`src/rtl/hub75_fb_writer.sv`:
```
// hub75_fb_writer: raster pixel stream into the HUB75 framebuffer write side.
// Optional HUB75_FBW_SYNC_CHECK_EN: a misplaced in_sof restarts the frame.
module hub75_fb_writer #(
  parameter int N_BANKS     = 2,
  parameter int N_ROWS      = 32,
  parameter int N_COLS      = 64,
  parameter int N_CHANS     = 3,
  parameter int N_PLANES    = 8,
  parameter int LOG_N_BANKS = $clog2(N_BANKS),
  parameter int LOG_N_ROWS  = $clog2(N_ROWS),
  parameter int LOG_N_COLS  = $clog2(N_COLS)
) (
  input  logic                          clk,
  input  logic                          rst_n,
  input  logic [N_CHANS*N_PLANES-1:0]   in_data,
  input  logic                          in_sof,
  input  logic                          in_valid,
  output logic                          in_ready,
  output logic [LOG_N_BANKS-1:0]        fb_wr_bank_addr,
  output logic [LOG_N_ROWS-1:0]         fb_wr_row_addr,
  output logic                          fb_wr_row_store,
  input  logic                          fb_wr_row_rdy,
  output logic                          fb_wr_row_swap,
  output logic [N_CHANS*N_PLANES-1:0]   fb_wr_data,
  output logic [LOG_N_COLS-1:0]         fb_wr_col_addr,
  output logic                          fb_wr_en,
  output logic                          fb_frame_swap,
  output logic                          frame_done,
  output logic                          err_sync
);

  localparam int DW = N_CHANS * N_PLANES;
  localparam int LW = LOG_N_BANKS + LOG_N_ROWS;

  typedef enum logic [2:0] {
    ST_IDLE, ST_FILL, ST_WAIT, ST_STORE, ST_FLUSH
  } state_t;

  state_t                 state_q, state_d;
  logic [LW-1:0]          line_q, line_d;
  logic [LOG_N_COLS-1:0]  col_q, col_d;
  logic                   rdy_q, rdy_d;
  logic                   wr_en_q, wr_en_d;
  logic [DW-1:0]          wr_data_q, wr_data_d;
  logic [LOG_N_COLS-1:0]  wr_col_q, wr_col_d;
  logic [LOG_N_BANKS-1:0] bank_q, bank_d;
  logic [LOG_N_ROWS-1:0]  row_q, row_d;
  logic                   store_q, store_d;
  logic                   fswap_q, fswap_d;
  logic                   err_q, err_d;

  logic acc;
  logic col_last;
  logic line_last;
  logic sync_err;

  assign acc       = in_valid & rdy_q;
  assign col_last  = &col_q;
  assign line_last = &line_q;

`ifdef HUB75_FBW_SYNC_CHECK_EN
  assign sync_err = acc && in_sof && (state_q == ST_FILL)
                    && ((col_q != '0) || (line_q != '0));
`else
  assign sync_err = 1'b0;
`endif

  always_comb begin
    state_d   = state_q;
    line_d    = line_q;
    col_d     = col_q;
    wr_en_d   = 1'b0;
    wr_data_d = wr_data_q;
    wr_col_d  = wr_col_q;
    bank_d    = bank_q;
    row_d     = row_q;
    store_d   = 1'b0;
    fswap_d   = 1'b0;
    err_d     = sync_err;
    unique case (state_q)
      ST_IDLE: begin
        if (acc && in_sof) begin
          wr_en_d   = 1'b1;
          wr_data_d = in_data;
          wr_col_d  = '0;
          col_d     = LOG_N_COLS'(1);
          line_d    = '0;
          state_d   = ST_FILL;
        end
      end
      ST_FILL: begin
        if (sync_err) begin
          wr_en_d   = 1'b1;
          wr_data_d = in_data;
          wr_col_d  = '0;
          col_d     = LOG_N_COLS'(1);
          line_d    = '0;
        end else if (acc) begin
          wr_en_d   = 1'b1;
          wr_data_d = in_data;
          wr_col_d  = col_q;
          col_d     = col_q + 1'b1;
          if (col_last) state_d = ST_WAIT;
        end
      end
      ST_WAIT: begin
        if (fb_wr_row_rdy) begin
          store_d = 1'b1;
          bank_d  = line_q[LW-1 -: LOG_N_BANKS];
          row_d   = line_q[LOG_N_ROWS-1:0];
          state_d = ST_STORE;
        end
      end
      ST_STORE: begin
        if (line_last) begin
          state_d = ST_FLUSH;
        end else begin
          // next line fills while the framebuffer commits this one
          line_d  = line_q + 1'b1;
          col_d   = '0;
          state_d = ST_FILL;
        end
      end
      ST_FLUSH: begin
        if (fb_wr_row_rdy) begin
          fswap_d = 1'b1;
          line_d  = '0;
          state_d = ST_IDLE;
        end
      end
      default: state_d = ST_IDLE;
    endcase
    rdy_d = (state_d == ST_IDLE) || (state_d == ST_FILL);
  end

  always_ff @(posedge clk or negedge rst_n) begin
    if (!rst_n) begin
      state_q   <= ST_IDLE;
      line_q    <= '0;
      col_q     <= '0;
      rdy_q     <= 1'b0;
      wr_en_q   <= 1'b0;
      wr_data_q <= '0;
      wr_col_q  <= '0;
      bank_q    <= '0;
      row_q     <= '0;
      store_q   <= 1'b0;
      fswap_q   <= 1'b0;
      err_q     <= 1'b0;
    end else begin
      state_q   <= state_d;
      line_q    <= line_d;
      col_q     <= col_d;
      rdy_q     <= rdy_d;
      wr_en_q   <= wr_en_d;
      wr_data_q <= wr_data_d;
      wr_col_q  <= wr_col_d;
      bank_q    <= bank_d;
      row_q     <= row_d;
      store_q   <= store_d;
      fswap_q   <= fswap_d;
      err_q     <= err_d;
    end
  end

  assign in_ready        = rdy_q;
  assign fb_wr_en        = wr_en_q;
  assign fb_wr_data      = wr_data_q;
  assign fb_wr_col_addr  = wr_col_q;
  assign fb_wr_bank_addr = bank_q;
  assign fb_wr_row_addr  = row_q;
  assign fb_wr_row_store = store_q;
  assign fb_wr_row_swap  = store_q;
  assign fb_frame_swap   = fswap_q;
  assign frame_done      = fswap_q;
  assign err_sync        = err_q;

endmodule

```
`config.mk`:
```
export PLATFORM = sky130hd
export DESIGN_NAME = hub75_fb_writer
export DESIGN_NICKNAME = d
export VERILOG_FILES = /design/src/rtl/hub75_fb_writer.sv
export SDC_FILE = /design/constraint.sdc
export NUM_CORES = 1
export LEC_CHECK = 0
export BUFFER_PORTS_ARGS = -buffer_cell sky130_fd_sc_hd__buf_2
export CORE_MARGIN = 2
export CORE_UTILIZATION = 45
export DETAILED_ROUTE_END_ITERATION = 10
export PLACE_DENSITY_LB_ADDON = 0.3
export SLEW_MARGIN = 20
export SYNTH_ARGS = -nofsm -noshare
export SYNTH_HDL_FRONTEND = slang
export SYNTH_SLANG_ARGS = --single-unit
```
`constraint.sdc`:
```
create_clock -name clk -period 2.45 [get_ports clk]
set_input_delay 0.49 -clock clk [delete_from_list [all_inputs] [get_ports clk]]
set_output_delay 0.49 -clock clk [all_outputs]
set_load 0.01 [all_outputs]
```
---- After elaboration in Yosys (flattened, before gate mapping) ----
Cells that the tools add are included.
cells by class
  add/sub/neg operators ................... 2
  eq/ne operators ......................... 9
  multiplexer cells ....................... 26
  bitwise logic cells ..................... 1
  reduce and logical (&&, ||, !) cells .... 13
operators with widths
  operator                                                         number
  24-bit two-way mux                                               2
  24-bit one-hot mux with 2 select lines                           1
  6-bit two-way mux                                                7
  6-bit one-hot mux with 3 select lines                            2
  3-bit two-way mux                                                6
  3-bit one-hot mux with 5 select lines                            1
  6-bit by 1-bit adder with 6-bit output, second input constant    2
  6-bit one-hot mux with 2 select lines                            1
  6-bit AND reduction                                              2
  2-bit inequality test, second input constant                     4
  4-bit AND reduction                                              2
  3-bit by 1-bit == test with 1-bit output, second input constant  2
  3-bit by 2-bit == test with 1-bit output, second input constant  2
  3-bit logical NOT                                                2
  3-bit nonzero test                                               2
  1-bit two-way mux                                                5
  3-bit == test, second input constant                             1
  3-bit AND reduction                                              1
  1-bit one-hot mux with 2 select lines                            1
  2-bit AND reduction                                              1
  2-bit nonzero test                                               1
  1-bit AND                                                        1
  1-bit logical AND                                                1
  1-bit logical OR                                                 1
storage, ports and cells
  bits in registers ....................... 55
  input bits .............................. 29
  output and inout port bits .............. 43
  word-level logic and storage cells ...... 62

---- Longest topological paths before layout ----
Gate-level depths: netlist of the first run.
  depth after elaboration ................. 6
  mapped depth ............................ 8
  depth with buffers taken out ............ 5

---- Worst setup path after synthesis of the first run ----
Ideal clock, no wire load.
  path type ............................... register -> register
  start ................................... register line_q[0]
  end ..................................... register col_q[1]
  setup time .............................. 121 ps
  arrival time ............................ 1540 ps
  data required time ...................... 2329 ps
  path slack .............................. 789 ps
  stages on the path, launching flop included .. 6
  buffers on the path ..................... 1
  period minus slack after synthesis ...... 1661 ps
  cells stage by stage .................... dfrtp_1 -> ha_1 -> and4_4 -> buf_6 -> or3_1 -> a22o_1
on the way
  cells in the longest elaborated chain, start to end .. 3
ends and longest elaborated chain
  element                                 line  text
  from (decl)                             40    logic [LW-1:0] line_q, line_d;
  from (signal assigned)                  152   line_q <= line_d;
  6-bit AND reduction                     59    assign line_last = &line_q;
  2-bit inequality test (no source line)  --
  4-bit AND reduction (no source line)    --
  to (signal assigned)                    153   col_q <= col_d;
  to (decl)                               41    logic [LOG_N_COLS-1:0] col_q, col_d;
No other way between the ends.
A chain may end at the register's enable or synchronous reset.

---- Worst setup path after layout of the first run ----
  start ................................... register state_q[0]
  end ..................................... register col_q[2]
on the way
  cells in the longest elaborated chain, start to end .. 3
  elaborated cells between the ends (all ways) .. 9
  classes of those cells .................. eq/ne: 5; mux: 1; reduce/logical: 3
ends and longest elaborated chain
  element                                                                              line  text
  from (decl)                                                                          39    state_t state_q, state_d;
  from (signal assigned)                                                               151   state_q <= state_d;
  3-bit by 1-bit == test with 1-bit output, or another cell as far along               80    unique case (state_q)
  2-bit inequality test (no source line) / 3-bit nonzero test (equally long branches)  --
  4-bit AND reduction (no source line)                                                 --
Parallel ways exist; a longest one is shown, timed or not.

==> qor.json, run 1 <==
{
  "detailedPlacementHpwl_um": 3615,
  "firstDrtPassIters": 5,
  "globalplace.congestion": 0.7971,
  "worstPathRequired_ps": 2680,
  "ys.warnings.count": 0,
  "stdcell_count": 385,
  "number_of_antenna_violations_at_the_first_check_in_global_routing": 0,
  "post_cts_resized": 0,
  "detail_route.iter0.violations": 75,
  "number_of_nets_produced_by_synthesis": 278,
  "worst_setup_path_start_kind": "register",
  "design.die.area_sq_um": 5927,
  "avg_cell_area_syn_sq_um": 9.706,
  "run_status": "finished, final reports clean",
  "cts_tree": "yes",
  "syn_to_final_growth_pct": 19.62,
  "cts.sinks": 55,
  "ctsRootBufferMaster": "sky130_fd_sc_hd__clkbuf_8",
  "tritoncts.num_buffers": 5,
  "insertion_delay_ps": 300,
  "core_region_area_sq_um": 5140,
  "diodes": 0,
  "route.detailed.drc": 0,
  "post_drt_via_cell_ratio": 5.104,
  "power_report.internal_total_mw": 1.376,
  "vias": 1965,
  "postSynth.asyncResetShare": 1.000,
  "sequentialPowerShare": 0.581,
  "power_per_cell_area_nw_per_um2": 676.9,
  "clk_path_buf_depth": 2,
  "ys_dominant_reg_cell": "sky130_fd_sc_hd__dfrtp_1",
  "postCtsSetupBuffers": 0,
  "grt_util_all_layers": 0.1799,
  "filler_cell_count": 488,
  "p_leak_nw": 1.534,
  "relSlewSlack": 0.6093,
  "critical_path.max_fanout": 10,
  "worst-setup-path-type": "register to register",
  "syn-cell-area_sq_um": 2397,
  "die_x_um": 76.99,
  "largest_net_degree_at_the_start_of_global_routing": 32,
  "hold_buffers": 0,
  "setup_slack_ps": 690.6,
  "least_margin_pin_slew_ps": 583.5,
  "seq_area_frac_synth": 0.5741,
  "postSynthCellCount": 247,
  "maximum_resistive_drop_on_vdd_mv": 0.2608,
  "num_rows": 26,
  "cp_num_buf_inv": 0,
  "final_layout_size_suffix_gt1_frac": 0.2984,
  "detailed_place.area_sq_um": 2783,
  "dp_cells": 377,
  "critPathSlowestCell": "sky130_fd_sc_hd__or4_1",
  "place_worst_setup_slack_ps": 675.6,
  "buffer_ports.inserted": 70,
  "initial_core_utilization": 0.4664,
  "finalNetCount": 345,
  "leading_cell_type_in_the_layout_fill_and_taps_excluded": "sky130_fd_sc_hd__nand2_1",
  "die_h_um": 76.99,
  "design.portCount": 72,
  "routed_wirelength_um": 4884,
  "setup_viol": 0,
  "htreeDepth": 2,
  "netSwitchingFraction": 0.2914,
  "timing.critical_path.slowest_cell_delay_ps": 550,
  "worst_clock_skew_ps": 6.400,
  "final_area_sq_um": 2868,
  "hp-class": "input port to async pin",
  "finalWorstPathRequiredPeriod_ps": 1759,
  "critPathArrivalTime_ps": 1990,
  "power.share.clock": 0.246,
  "layout_worst_path_cycle_share": 0.7181,
  "remaining_antenna_violation_count": 0,
  "ys_seq_elements": 55,
  "worstPathCellList": "nand2b_1 > o211ai_1 > or4_1 > a21oi_1",
  "report.final.slew_viol_count": 0,
  "power.total_mw": 1.941,
  "max_freq_mhz": 568.4,
  "synth_enable_flop_cells": 0,
  "critPathTopFamily": "simple AND/OR/NAND/NOR gates",
  "route.detailed.wl_per_inst_um": 12.69,
  "first_global_vias": 1918,
  "drv_cap": 0,
  "gr-total-overflow": 0,
  "mostFrequentLayoutCells": "90 x sky130_fd_sc_hd__nand2_1, 70 x sky130_fd_sc_hd__buf_2, 55 x sky130_fd_sc_hd__dfrtp_1",
  "netSwitchingPower_mw": 0.5656,
  "library_cells_used_by_synthesis": 36,
  "grt_first_pass_wirelength_um": 8652,
  "power_share_of_the_combinational_group": 0.173,
  "fin_setup_tns_ps": 0,
  "worstSetupEndpointType": "register",
  "hold_viol": 0,
  "grt_setup_unrepaired": "false",
  "clk_transition_reported_paths_ps": 90
}
-- layout make-up --
class / instances / area, sq um / share of cell area
Sequential cell: 55 / 1376 / 0.4799
Multi-Input combinational cell: 174 / 919.6 / 0.3207
Timing Repair Buffer: 75 / 387.9 / 0.1353
Tap cell: 70 / 87.58 / 0.03054
Clock buffer: 6 / 72.57 / 0.02531
Clock inverter: 2 / 12.51 / 0.004363
Inverter: 3 / 11.26 / 0.003927
-- cell usage after synthesis (4+ instances only) --
cell	count	area, sq um
sky130_fd_sc_hd__buf_4	6	45.04
sky130_fd_sc_hd__clkbuf_1	5	18.77
sky130_fd_sc_hd__or4_1	5	37.54
sky130_fd_sc_hd__nand2_1	90	337.8
sky130_fd_sc_hd__mux2_2	7	78.83
sky130_fd_sc_hd__nor2_1	7	26.28
sky130_fd_sc_hd__o31ai_1	4	30.03
sky130_fd_sc_hd__nand3_1	11	55.05
sky130_fd_sc_hd__dfrtp_1	55	1376
sky130_fd_sc_hd__a21oi_1	9	45.04
sky130_fd_sc_hd__nor3_1	4	20.02
-- per-layer routing --
metal  track usage  vias up  routed length (um)
li1              -      961                   -
met1        0.2438      937                2275
met2        0.2912       61                2233
met3       0.04235        6                 324
met4       0.05179        0                  51
met5             0        -                   0
-- power by group through the flow --
stage | registers [mW] | logic (mW) | clock network (mW)
5_1_grt | 1.15 | 0.387 | 0.541
4_1_cts | 1.13 | 0.343 | 0.497
3_3_place_gp | 1.14 | 0.333 | 0
3_5_place_dp | 1.15 | 0.343 | 0
2_1_floorplan | 1.15 | 0.164 | 0
6_report | 1.13 | 0.335 | 0.478
-- sequential cells by signal, summed over array words and instances, names as in the netlist, 3 cells and up --
register,cells
fb_wr_data,24
col_q,6
fb_wr_row_addr,5
line_q,6
state_q,3
fb_wr_col_addr,6
-- cell families after synthesis --
logic type,after synthesis,share of synthesized area
adder cells (fa/ha/maj),2,0.01044
multiplexers,7,0.03288
buffers and inverters,18,0.04227
other,1,0.001564
AO/OA/AOI/OAI,31,0.08716
XOR/XNOR,1,0.003654
flip-flops,55,0.5741
AND/OR/NAND/NOR,132,0.2479
-- final timing paths --
kind	startpoint	endpoint	slack [ps]	cells past startpoint
max in group asynchronous	rst_n	state_q[0]$_DFF_PN0_	1590	2
hold reg to reg	fb_wr_col_addr[2]$_DFFE_PN0P_	fb_wr_col_addr[2]$_DFFE_PN0P_	470	2
min in group clk	in_data[23]	fb_wr_data[23]$_DFFE_PN0P_	370	3
hold / removal	rst_n	fb_wr_data[1]$_DFFE_PN0P_	170	1
setup / recovery	state_q[0]$_DFF_PN0_	col_q[2]$_DFFE_PN0P_	690	4
setup reg to reg	state_q[0]$_DFF_PN0_	col_q[2]$_DFFE_PN0P_	690	4
-- stage by stage --
step,util,hold slack [ps]
after floorplan,-,194.4
after global placement,0.5414,447.9
after detailed placement,0.5414,454.4
after CTS,0.5579,189.1
after global routing,0.5579,214.9
final,0.5579,169.6
Power figures use the tool's default switching activity.
==> run 2, diff against run 1 <==
Settings changed: ABC_AREA from default to 1.
Clock period 2.45 ns to 1.8 ns, I/O delays scaled along.
==> run 2 against run 1 <==
Net effect: non-clock buffer count is 3 lower; cell count increased by 11%; largest cell class unchanged; combinational power up 130%; critical endpoint is now col_q[5]$_DFFE_PN0P_; synthesized cell count increased by 15%; setup slack got worse by 390 ps.
==> qor.json, run 2 <==
{
  "worstSetupEndpointType": "register",
  "netSwitchingFraction": {"value": 0.3191, "change": "+0.02774"},
  "final_layout_size_suffix_gt1_frac": {"value": 0.2689, "change": "-0.02951"},
  "max_freq": {"value": 665.4, "unit": "MHz", "change": "+17%"},
  "synth_most_common_cell": "sky130_fd_sc_hd__nand2_1",
  "synth_top_cell_area_share": {"value": 0.5661, "change": "-0.007978"},
  "worst_clock_skew": {"value": 9.553, "unit": "ps", "change": "+3.153 ps"},
  "run_status": "finished, final reports clean",
  "worstPathRequired": {"value": 2040, "unit": "ps", "change": "-640 ps"},
  "clk_path_buf_depth": {"value": 2, "change": "unchanged"},
  "mostFrequentLayoutCells": "144 x sky130_fd_sc_hd__nand2_1, 70 x sky130_fd_sc_hd__buf_2, 55 x sky130_fd_sc_hd__dfrtp_1",
  "ys_seq_elements": {"value": 55, "change": "unchanged"},
  "hold_buffers": {"value": 0, "change": "unchanged"},
  "design.die.area": {"value": 6006, "unit": "sq um", "change": "+1.3%"},
  "number_of_nets_produced_by_synthesis": {"value": 316, "change": "+14%"},
  "library_cells_used_by_synthesis": {"value": 27, "change": "-25%"},
  "syn_to_final_growth_pct": 20.95,
  "detail_route.iter0.violations": {"value": 105, "change": "+40%"},
  "initial_core_utilization": {"value": 0.4700, "change": "+0.003598"},
  "largest_register_ff_count": {"value": 24, "change": "unchanged"},
  "cts.sinks": {"value": 55, "change": "unchanged"},
  "vias": {"value": 2015, "change": "+2.5%"},
  "postSynthCellCount": {"value": 285, "change": "+15%"},
  "ys.warnings.count": {"value": 0, "change": "unchanged"},
  "remaining_antenna_violation_count": {"value": 0, "change": "unchanged"},
  "syn-cell-area": {"value": 2431, "unit": "sq um", "change": "+1.4%"},
  "netSwitchingPower": {"value": 0.9809, "unit": "mW", "change": "+73%"},
  "htreeDepth": {"value": 2, "change": "unchanged"},
  "stdcell_count": {"value": 427, "change": "+11%"},
  "finalNetCount": {"value": 387, "change": "+12%"},
  "hp-class": "input port to async pin",
  "sequentialPowerShare": {"value": 0.519, "change": "-0.062"},
  "die_h": {"value": 77.50, "unit": "um", "change": "+0.66%"},
  "ys_dominant_reg_cell": "sky130_fd_sc_hd__dfrtp_1",
  "hold_viol": {"value": 0, "change": "unchanged"},
  "power_share_of_the_combinational_group": {"value": 0.247, "change": "+0.074"},
  "ff2ff_setup_slack": {"value": 300, "unit": "ps", "change": "-390 ps"},
  "seq_area_frac_synth": {"value": 0.5661, "change": "-0.007978"},
  "avg_cell_area_syn": {"value": 8.530, "unit": "sq um", "change": "-12%"},
  "fin_setup_tns": {"value": 0, "unit": "ps", "change": "unchanged"},
  "detailedPlacementHpwl": {"value": 3569, "unit": "um", "change": "-1.3%"},
  "buffer_ports.inserted": {"value": 70, "change": "unchanged"},
  "globalplace.congestion": {"value": 0.7911, "change": "-0.75%"},
  "diodes": {"value": 0, "change": "unchanged"},
  "die_x": {"value": 77.50, "unit": "um", "change": "+0.66%"},
  "largest_net_degree_at_the_start_of_global_routing": {"value": 56, "change": "+75%"},
  "grt_setup_unrepaired": "false",
  "ctsRootBufferMaster": "sky130_fd_sc_hd__clkbuf_8",
  "synth_enable_flop_cells": {"value": 0, "change": "unchanged"},
  "worst-setup-path-type": "register to register",
  "power.share.clock": {"value": 0.234, "change": "-0.012"},
  "route.detailed.drc": {"value": 0, "change": "unchanged"},
  "power_per_cell_area": {"value": 1045, "unit": "nW/um^2", "change": "+54%"},
  "gr-total-overflow": {"value": 0, "change": "unchanged"},
  "netlist_top_cells_area": "sky130_fd_sc_hd__dfrtp_1 57%, sky130_fd_sc_hd__nand2_1 22%, sky130_fd_sc_hd__o21ai_1 2.1%, sky130_fd_sc_hd__nand3_1 1.9%, sky130_fd_sc_hd__nor2_1 1.9%",
  "layout_worst_path_cycle_share": {"value": 0.8349, "change": "+0.1167"},
  "clk_transition_reported_paths": {"value": 90, "unit": "ps", "change": "about the same"},
  "maximum_resistive_drop_on_vdd": {"value": 0.3992, "unit": "mV", "change": "+53%"},
  "power_report.internal_total": {"value": 2.093, "unit": "mW", "change": "+52%"},
  "insertion_delay": {"value": 300, "unit": "ps", "change": "about the same"},
  "fin_util": {"value": 0.5685, "change": "+0.01052"},
  "first_global_vias": {"value": 1737, "change": "-9.4%"},
  "p_leak": {"value": 1.661, "unit": "nW", "change": "+8.3%"},
  "grt_util_all_layers": {"value": 0.1645, "change": "-0.01546"},
  "dp_cells": {"value": 419, "change": "+11%"},
  "drv_cap": {"value": 0, "change": "unchanged"},
  "postCtsSetupBuffers": {"value": 0, "change": "unchanged"},
  "post_drt_via_cell_ratio": {"value": 4.719, "change": "-7.5%"},
  "finalWorstPathRequiredPeriod": {"value": 1503, "unit": "ps", "change": "-256.6 ps"},
  "critPathArrivalTime": {"value": 1740, "unit": "ps", "change": "-250 ps"},
  "number_of_antenna_violations_at_the_first_check_in_global_routing": {"value": 0, "change": "unchanged"},
  "leading_cell_type_in_the_layout_fill_and_taps_excluded": "sky130_fd_sc_hd__nand2_1",
  "design.portCount": {"value": 72, "change": "unchanged"},
  "route.detailed.wl_per_inst": {"value": 11.37, "unit": "um", "change": "-10%"},
  "firstDrtPassIters": {"value": 4, "change": "-1"},
  "worst_setup_path_start_kind": "register",
  "cts_tree": "yes",
  "synth_commonest_cells": "144 x sky130_fd_sc_hd__nand2_1, 55 x sky130_fd_sc_hd__dfrtp_1, 12 x sky130_fd_sc_hd__nor2_1, 10 x sky130_fd_sc_hd__o21ai_1",
  "postSynth.asyncResetShare": {"value": 1.000, "change": "unchanged"},
  "post_cts_resized": {"value": 0, "change": "unchanged"},
  "grt_first_pass_wirelength": {"value": 7914, "unit": "um", "change": "-8.5%"},
  "setup_viol": {"value": 0, "change": "unchanged"},
  "report.final.slew_viol_count": {"value": 0, "change": "unchanged"},
  "num_rows": {"value": 26, "change": "unchanged"},
  "core_region_area": {"value": 5172, "unit": "sq um", "change": "+0.63%"},
  "tritoncts.num_buffers": {"value": 5, "change": "unchanged"},
  "synth.largest_area_cell": "sky130_fd_sc_hd__dfrtp_1",
  "critical_path.max_fanout": {"value": 6, "change": "-4"},
  "routed_wirelength": {"value": 4857, "unit": "um", "change": "-0.55%"}
}
[run 2: cell type report]
cell class	instances	area (sq um)
Fill cell	463	2232
Sequential cell	55	1376
Multi-Input combinational cell	208	939.7
Timing Repair Buffer	72	377.9
Clock buffer	7	96.34
Tap cell	70	87.58
Inverter	14	55.05
Clock inverter	1	7.507
[run 2: kinds of logic (layout without fill, tap and decap cells)]
| group | after synthesis | after routing | share of synthesized area |
|---|---|---|---|
| and+or+nand+nor | 181 | 181 | 0.3129 |
| DFF | 55 | 55 | 0.5661 |
| buffers and inverters | 22 | 94 | 0.04735 |
| AOI/OAI and AO/OA | 19 | 19 | 0.04375 |
| xor gates and xnor gates | 5 | 5 | 0.01801 |
| adders and majority gates | 2 | 2 | 0.01029 |
| other | 1 | 1 | 0.001543 |
[run 2: worst max-delay path, stage by stage, from the launching register on]
cell	delay, ps
sky130_fd_sc_hd__dfrtp_1	420
sky130_fd_sc_hd__ha_1	210
sky130_fd_sc_hd__nand3_1	130
sky130_fd_sc_hd__nor2_1	190
sky130_fd_sc_hd__nand2_2	110
sky130_fd_sc_hd__nand3_1	220
sky130_fd_sc_hd__nand2_1	80
sky130_fd_sc_hd__nand2_1	70
[run 2: path summary, 6_finish.rpt]
kind / from / end / cells past startpoint
worst min-delay path: rst_n / fb_wr_row_addr[3]$_DFFE_PN0P_ / 2
worst max-delay path: line_q[0]$_DFFE_PN0P_ / col_q[5]$_DFFE_PN0P_ / 7
worst max register to register: line_q[0]$_DFFE_PN0P_ / col_q[5]$_DFFE_PN0P_ / 7
worst min register to register: fb_wr_data[0]$_DFFE_PN0P_ / fb_wr_data[0]$_DFFE_PN0P_ / 2
min in group clk: in_data[9] / fb_wr_data[9]$_DFFE_PN0P_ / 3
max in group asynchronous: rst_n / fb_wr_data[23]$_DFFE_PN0P_ / 2
[run 2: routing by layer]
metal  up-vias  global-route usage  wire length, um
met1       923              0.2296             2379
met2        65              0.2557             2142
met3         6             0.03721              274
li1       1021                   -                -
met4         0             0.05357               61
met5         -                   0                0
[run 2: power by group through the flow]
stage | Sequential (mW) | Clock (mW) | Combinational, mW
final | 1.60 | 0.720 | 0.758
after global routing | 1.62 | 0.804 | 0.855
after CTS | 1.60 | 0.745 | 0.770
after detailed placement | 1.62 | 0 | 0.768
after global placement | 1.62 | 0 | 0.755
after floorplan | 1.68 | 0 | 0.393
[run 2: metrics by stage]
stage	total power, mW	setup WS [ps]	area (sq um)	hold slack (ps)
after floorplan	2.071	519.3	2431	64.41
after global placement	2.372	342.8	2836	378.7
after detailed placement	2.388	301.8	2836	378.0
after CTS	3.111	276.6	2940	50.22
after global routing	3.278	111.2	2940	48.34
final	3.074	297.2	2940	44.10
==> run 3, diff against run 2 <==
Clock period 1.8 ns to 1.4 ns, I/O delays scaled along.
==> run 3 against run 2 <==
Net effect: cell count increased by 4.7%; via count increased by 5.6%; sequential cell count unchanged; die area unchanged; combinational power increased by 53%; design area increased by 8.8%; utilization increased by 5.0 points; setup slack got worse by 270 ps; worst hold slack improved by 130 ps; fmax increased by 9.1%; sequential power increased by 27%; critical path type unchanged; largest cell class unchanged; largest power group unchanged.
==> qor.json, run 3 (synthesis gave the netlist of run 2 again) <==
{
  "finalWorstPathRequiredPeriod": {"value": 1377, "unit": "ps", "change": "-125.3 ps"},
  "setup_viol": {"value": 0, "change": "unchanged"},
  "max_freq": {"value": 726.0, "unit": "MHz", "change": "+9.1%"},
  "p_leak": {"value": 1.783, "unit": "nW", "change": "+7.4%"},
  "firstDrtPassIters": {"value": 4, "change": "unchanged"},
  "remaining_antenna_violation_count": {"value": 0, "change": "unchanged"},
  "clk_transition_reported_paths": {"value": 90, "unit": "ps", "change": "about the same"},
  "hp-class": "input port to register",
  "worstPathCellList": "nor2_4 > inv_2 > a21oi_4 > nand2_4 > buf_8 > nand2_1 > nand2_1",
  "worstSetupEndpointType": "register",
  "design.portCount": {"value": 72, "change": "unchanged"},
  "num_rows": {"value": 26, "change": "unchanged"},
  "hold_viol": {"value": 0, "change": "unchanged"},
  "leading_cell_type_in_the_layout_fill_and_taps_excluded": "sky130_fd_sc_hd__nand2_1",
  "first_global_vias": {"value": 1988, "change": "+14%"},
  "initial_core_utilization": {"value": 0.4700, "change": "unchanged"},
  "tritoncts.num_buffers": {"value": 5, "change": "unchanged"},
  "cts.sinks": {"value": 55, "change": "unchanged"},
  "mostFrequentLayoutCells": "141 x sky130_fd_sc_hd__nand2_1, 70 x sky130_fd_sc_hd__buf_2, 52 x sky130_fd_sc_hd__dfrtp_1",
  "vias": {"value": 2127, "change": "+5.6%"},
  "filler_cell_count": {"value": 443, "change": "-4.3%"},
  "ctsRootBufferMaster": "sky130_fd_sc_hd__clkbuf_8",
  "htreeDepth": {"value": 2, "change": "unchanged"},
  "detail_route.iter0.violations": {"value": 118, "change": "+12%"},
  "register_area": {"value": 1380, "unit": "sq um", "change": "+0.27%"},
  "dp_cells": {"value": 427, "change": "+1.9%"},
  "syn_to_final_growth_pct": 31.55,
  "critPathMostFrequentCell": "sky130_fd_sc_hd__nand2_1",
  "worst_setup_path_start_kind": "register",
  "layout_worst_path_cycle_share": {"value": 0.9839, "change": "+0.1490"},
  "die_x": {"value": 77.50, "unit": "um", "change": "unchanged"},
  "critPathSlowestCell": "sky130_fd_sc_hd__dfrtp_2",
  "largest_net_degree_at_the_start_of_global_routing": {"value": 56, "change": "unchanged"},
  "post_drt_via_cell_ratio": {"value": 4.758, "change": "+0.84%"},
  "route.detailed.wl_per_inst": {"value": 11.92, "unit": "um", "change": "+4.8%"},
  "critPathArrivalTime": {"value": 1560, "unit": "ps", "change": "-180 ps"},
  "multi_input_comb_area": {"value": 1040, "unit": "sq um", "change": "+11%"},
  "critical_path.max_fanout": {"value": 18, "change": "+12"},
  "setup_slack": {"value": 22.55, "unit": "ps", "change": "-274.7 ps"},
  "routed_wirelength": {"value": 5328, "unit": "um", "change": "+9.7%"},
  "worst_clock_skew": {"value": 5.576, "unit": "ps", "change": "-3.977 ps"},
  "diodes": {"value": 0, "change": "unchanged"},
  "fin_hold_ws": {"value": 169.4, "unit": "ps", "change": "+125.3 ps"},
  "detailedPlacementHpwl": {"value": 3671, "unit": "um", "change": "+2.8%"},
  "buffer_ports.inserted": {"value": 70, "change": "unchanged"},
  "number_of_antenna_violations_at_the_first_check_in_global_routing": {"value": 0, "change": "unchanged"},
  "worstPathRequired": {"value": 1590, "unit": "ps", "change": "-450 ps"},
  "finalNetCount": {"value": 407, "change": "+5.2%"},
  "place_worst_setup_slack": {"value": 31.36, "unit": "ps", "change": "-270.4 ps"},
  "maximum_resistive_drop_on_vdd": {"value": 0.5830, "unit": "mV", "change": "+46%"},
  "grt_util_all_layers": {"value": 0.1779, "change": "+0.01344"},
  "timing.critical_path.slowest_cell_delay": {"value": 450, "unit": "ps", "change": "+30 ps"},
  "fin_util": {"value": 0.6183, "change": "+0.04983"},
  "die_h": {"value": 77.50, "unit": "um", "change": "unchanged"},
  "grt_setup_unrepaired": "true",
  "largest_register_ff_count": {"value": 24, "change": "unchanged"},
  "core_region_area": {"value": 5172, "unit": "sq um", "change": "unchanged"},
  "drv_cap": {"value": 0, "change": "unchanged"},
  "design.die.area": {"value": 6006, "unit": "sq um", "change": "unchanged"},
  "power_per_cell_area": {"value": 1253, "unit": "nW/um^2", "change": "+20%"},
  "route.detailed.drc": {"value": 0, "change": "unchanged"},
  "stdcell_count": {"value": 447, "change": "+4.7%"},
  "run_status": "finished, final reports clean",
  "insertion_delay": {"value": 300, "unit": "ps", "change": "about the same"},
  "report.final.slew_viol_count": {"value": 0, "change": "unchanged"},
  "grt_first_pass_wirelength": {"value": 8769, "unit": "um", "change": "+11%"},
  "globalplace.congestion": {"value": 0.8378, "change": "+5.9%"},
  "clk_path_buf_depth": {"value": 2, "change": "unchanged"},
  "worst-setup-path-type": "register to register",
  "cts_tree": "yes",
  "final_layout_size_suffix_gt1_frac": {"value": 0.3422, "change": "+0.07327"},
  "gr-total-overflow": {"value": 0, "change": "unchanged"},
  "power.total": {"value": 4.008, "unit": "mW", "change": "+30%"}
}
==> run 3: cell types whose count changed in the layout (fill, tap and decap cells not counted), sizes merged <==
cell,before,now
clkinv,0,2
dlygate4sd3,0,1
inv,14,13
nand2,147,148
buf,72,90
clkbuf,7,6
==> run 3: area by class of cell <==
cell class	count	area share
repair buffers	91	0.1682
multi-input cells	209	0.3251
clock buffers	6	0.02269
flip-flops and latches	55	0.4315
inverters	14	0.02113
well taps	70	0.02739
clock inverters	2	0.003912
==> run 3: critical path: cells and delay by family (launching register included) <==
kind | cells | cell delay [ps]
flops | 1 | 450
simple gates | 4 | 410
buf+inv | 2 | 250
compound gates | 1 | 140
==> run 3: path summary, 6_finish.rpt <==
kind                       slack [ps]                            end                          start  depth (start not counted)
setup / recovery                   20     fb_wr_data[19]$_DFFE_PN0P_           state_q[2]$_DFF_PN0_                          7
hold / removal                    170      fb_wr_data[9]$_DFFE_PN0P_                     in_data[9]                          3
setup reg to reg                   20     fb_wr_data[19]$_DFFE_PN0P_           state_q[2]$_DFF_PN0_                          7
hold reg to reg                   470  fb_wr_row_addr[0]$_DFFE_PN0P_  fb_wr_row_addr[0]$_DFFE_PN0P_                          2
max in group asynchronous         650           state_q[1]$_DFF_PN0_                          rst_n                          3
min in group asynchronous         500     fb_wr_data[14]$_DFFE_PN0P_                          rst_n                          3
==> run 3: metal layers <==
layer | wire (um) | part of all wire | vias up | track usage
met5 | 0 | 0 | - | 0
met1 | 2455 | 0.46 | 983 | 0.2425
met2 | 2507 | 0.47 | 73 | 0.2939
li1 | - | - | 1067 | -
met4 | 34 | 0.0064 | 0 | 0.04464
met3 | 332 | 0.062 | 4 | 0.03488
==> run 3: per-stage QoR <==
stage                     TNS, ps  area [sq um]
after detailed placement        0          2897
after global routing        -1172          3198
after global placement          0          2897
after CTS                       0          2992
after floorplan                 0          2431
final                           0          3198
==> run 3: where the power goes <==
part / switching [mW] / total [mW] / internal (mW) / leakage, nW
Combinational: 0.672 / 1.16 / 0.484 / 1.05
Clock: 0.476 / 0.826 / 0.350 / 0.0412
Sequential: 0.167 / 2.03 / 1.86 / 0.696
==> run 3: timing repair <==
| item | in CTS | in global routing |
|---|---|---|
| hold buffers | 1 | 0 |
| hold endpoints to repair | 55 | 0 |
| gates resized for setup | 0 | 33 |
| endpoints found under the setup margin | 0 | 45 |
| setup buffers | 0 | 10 |
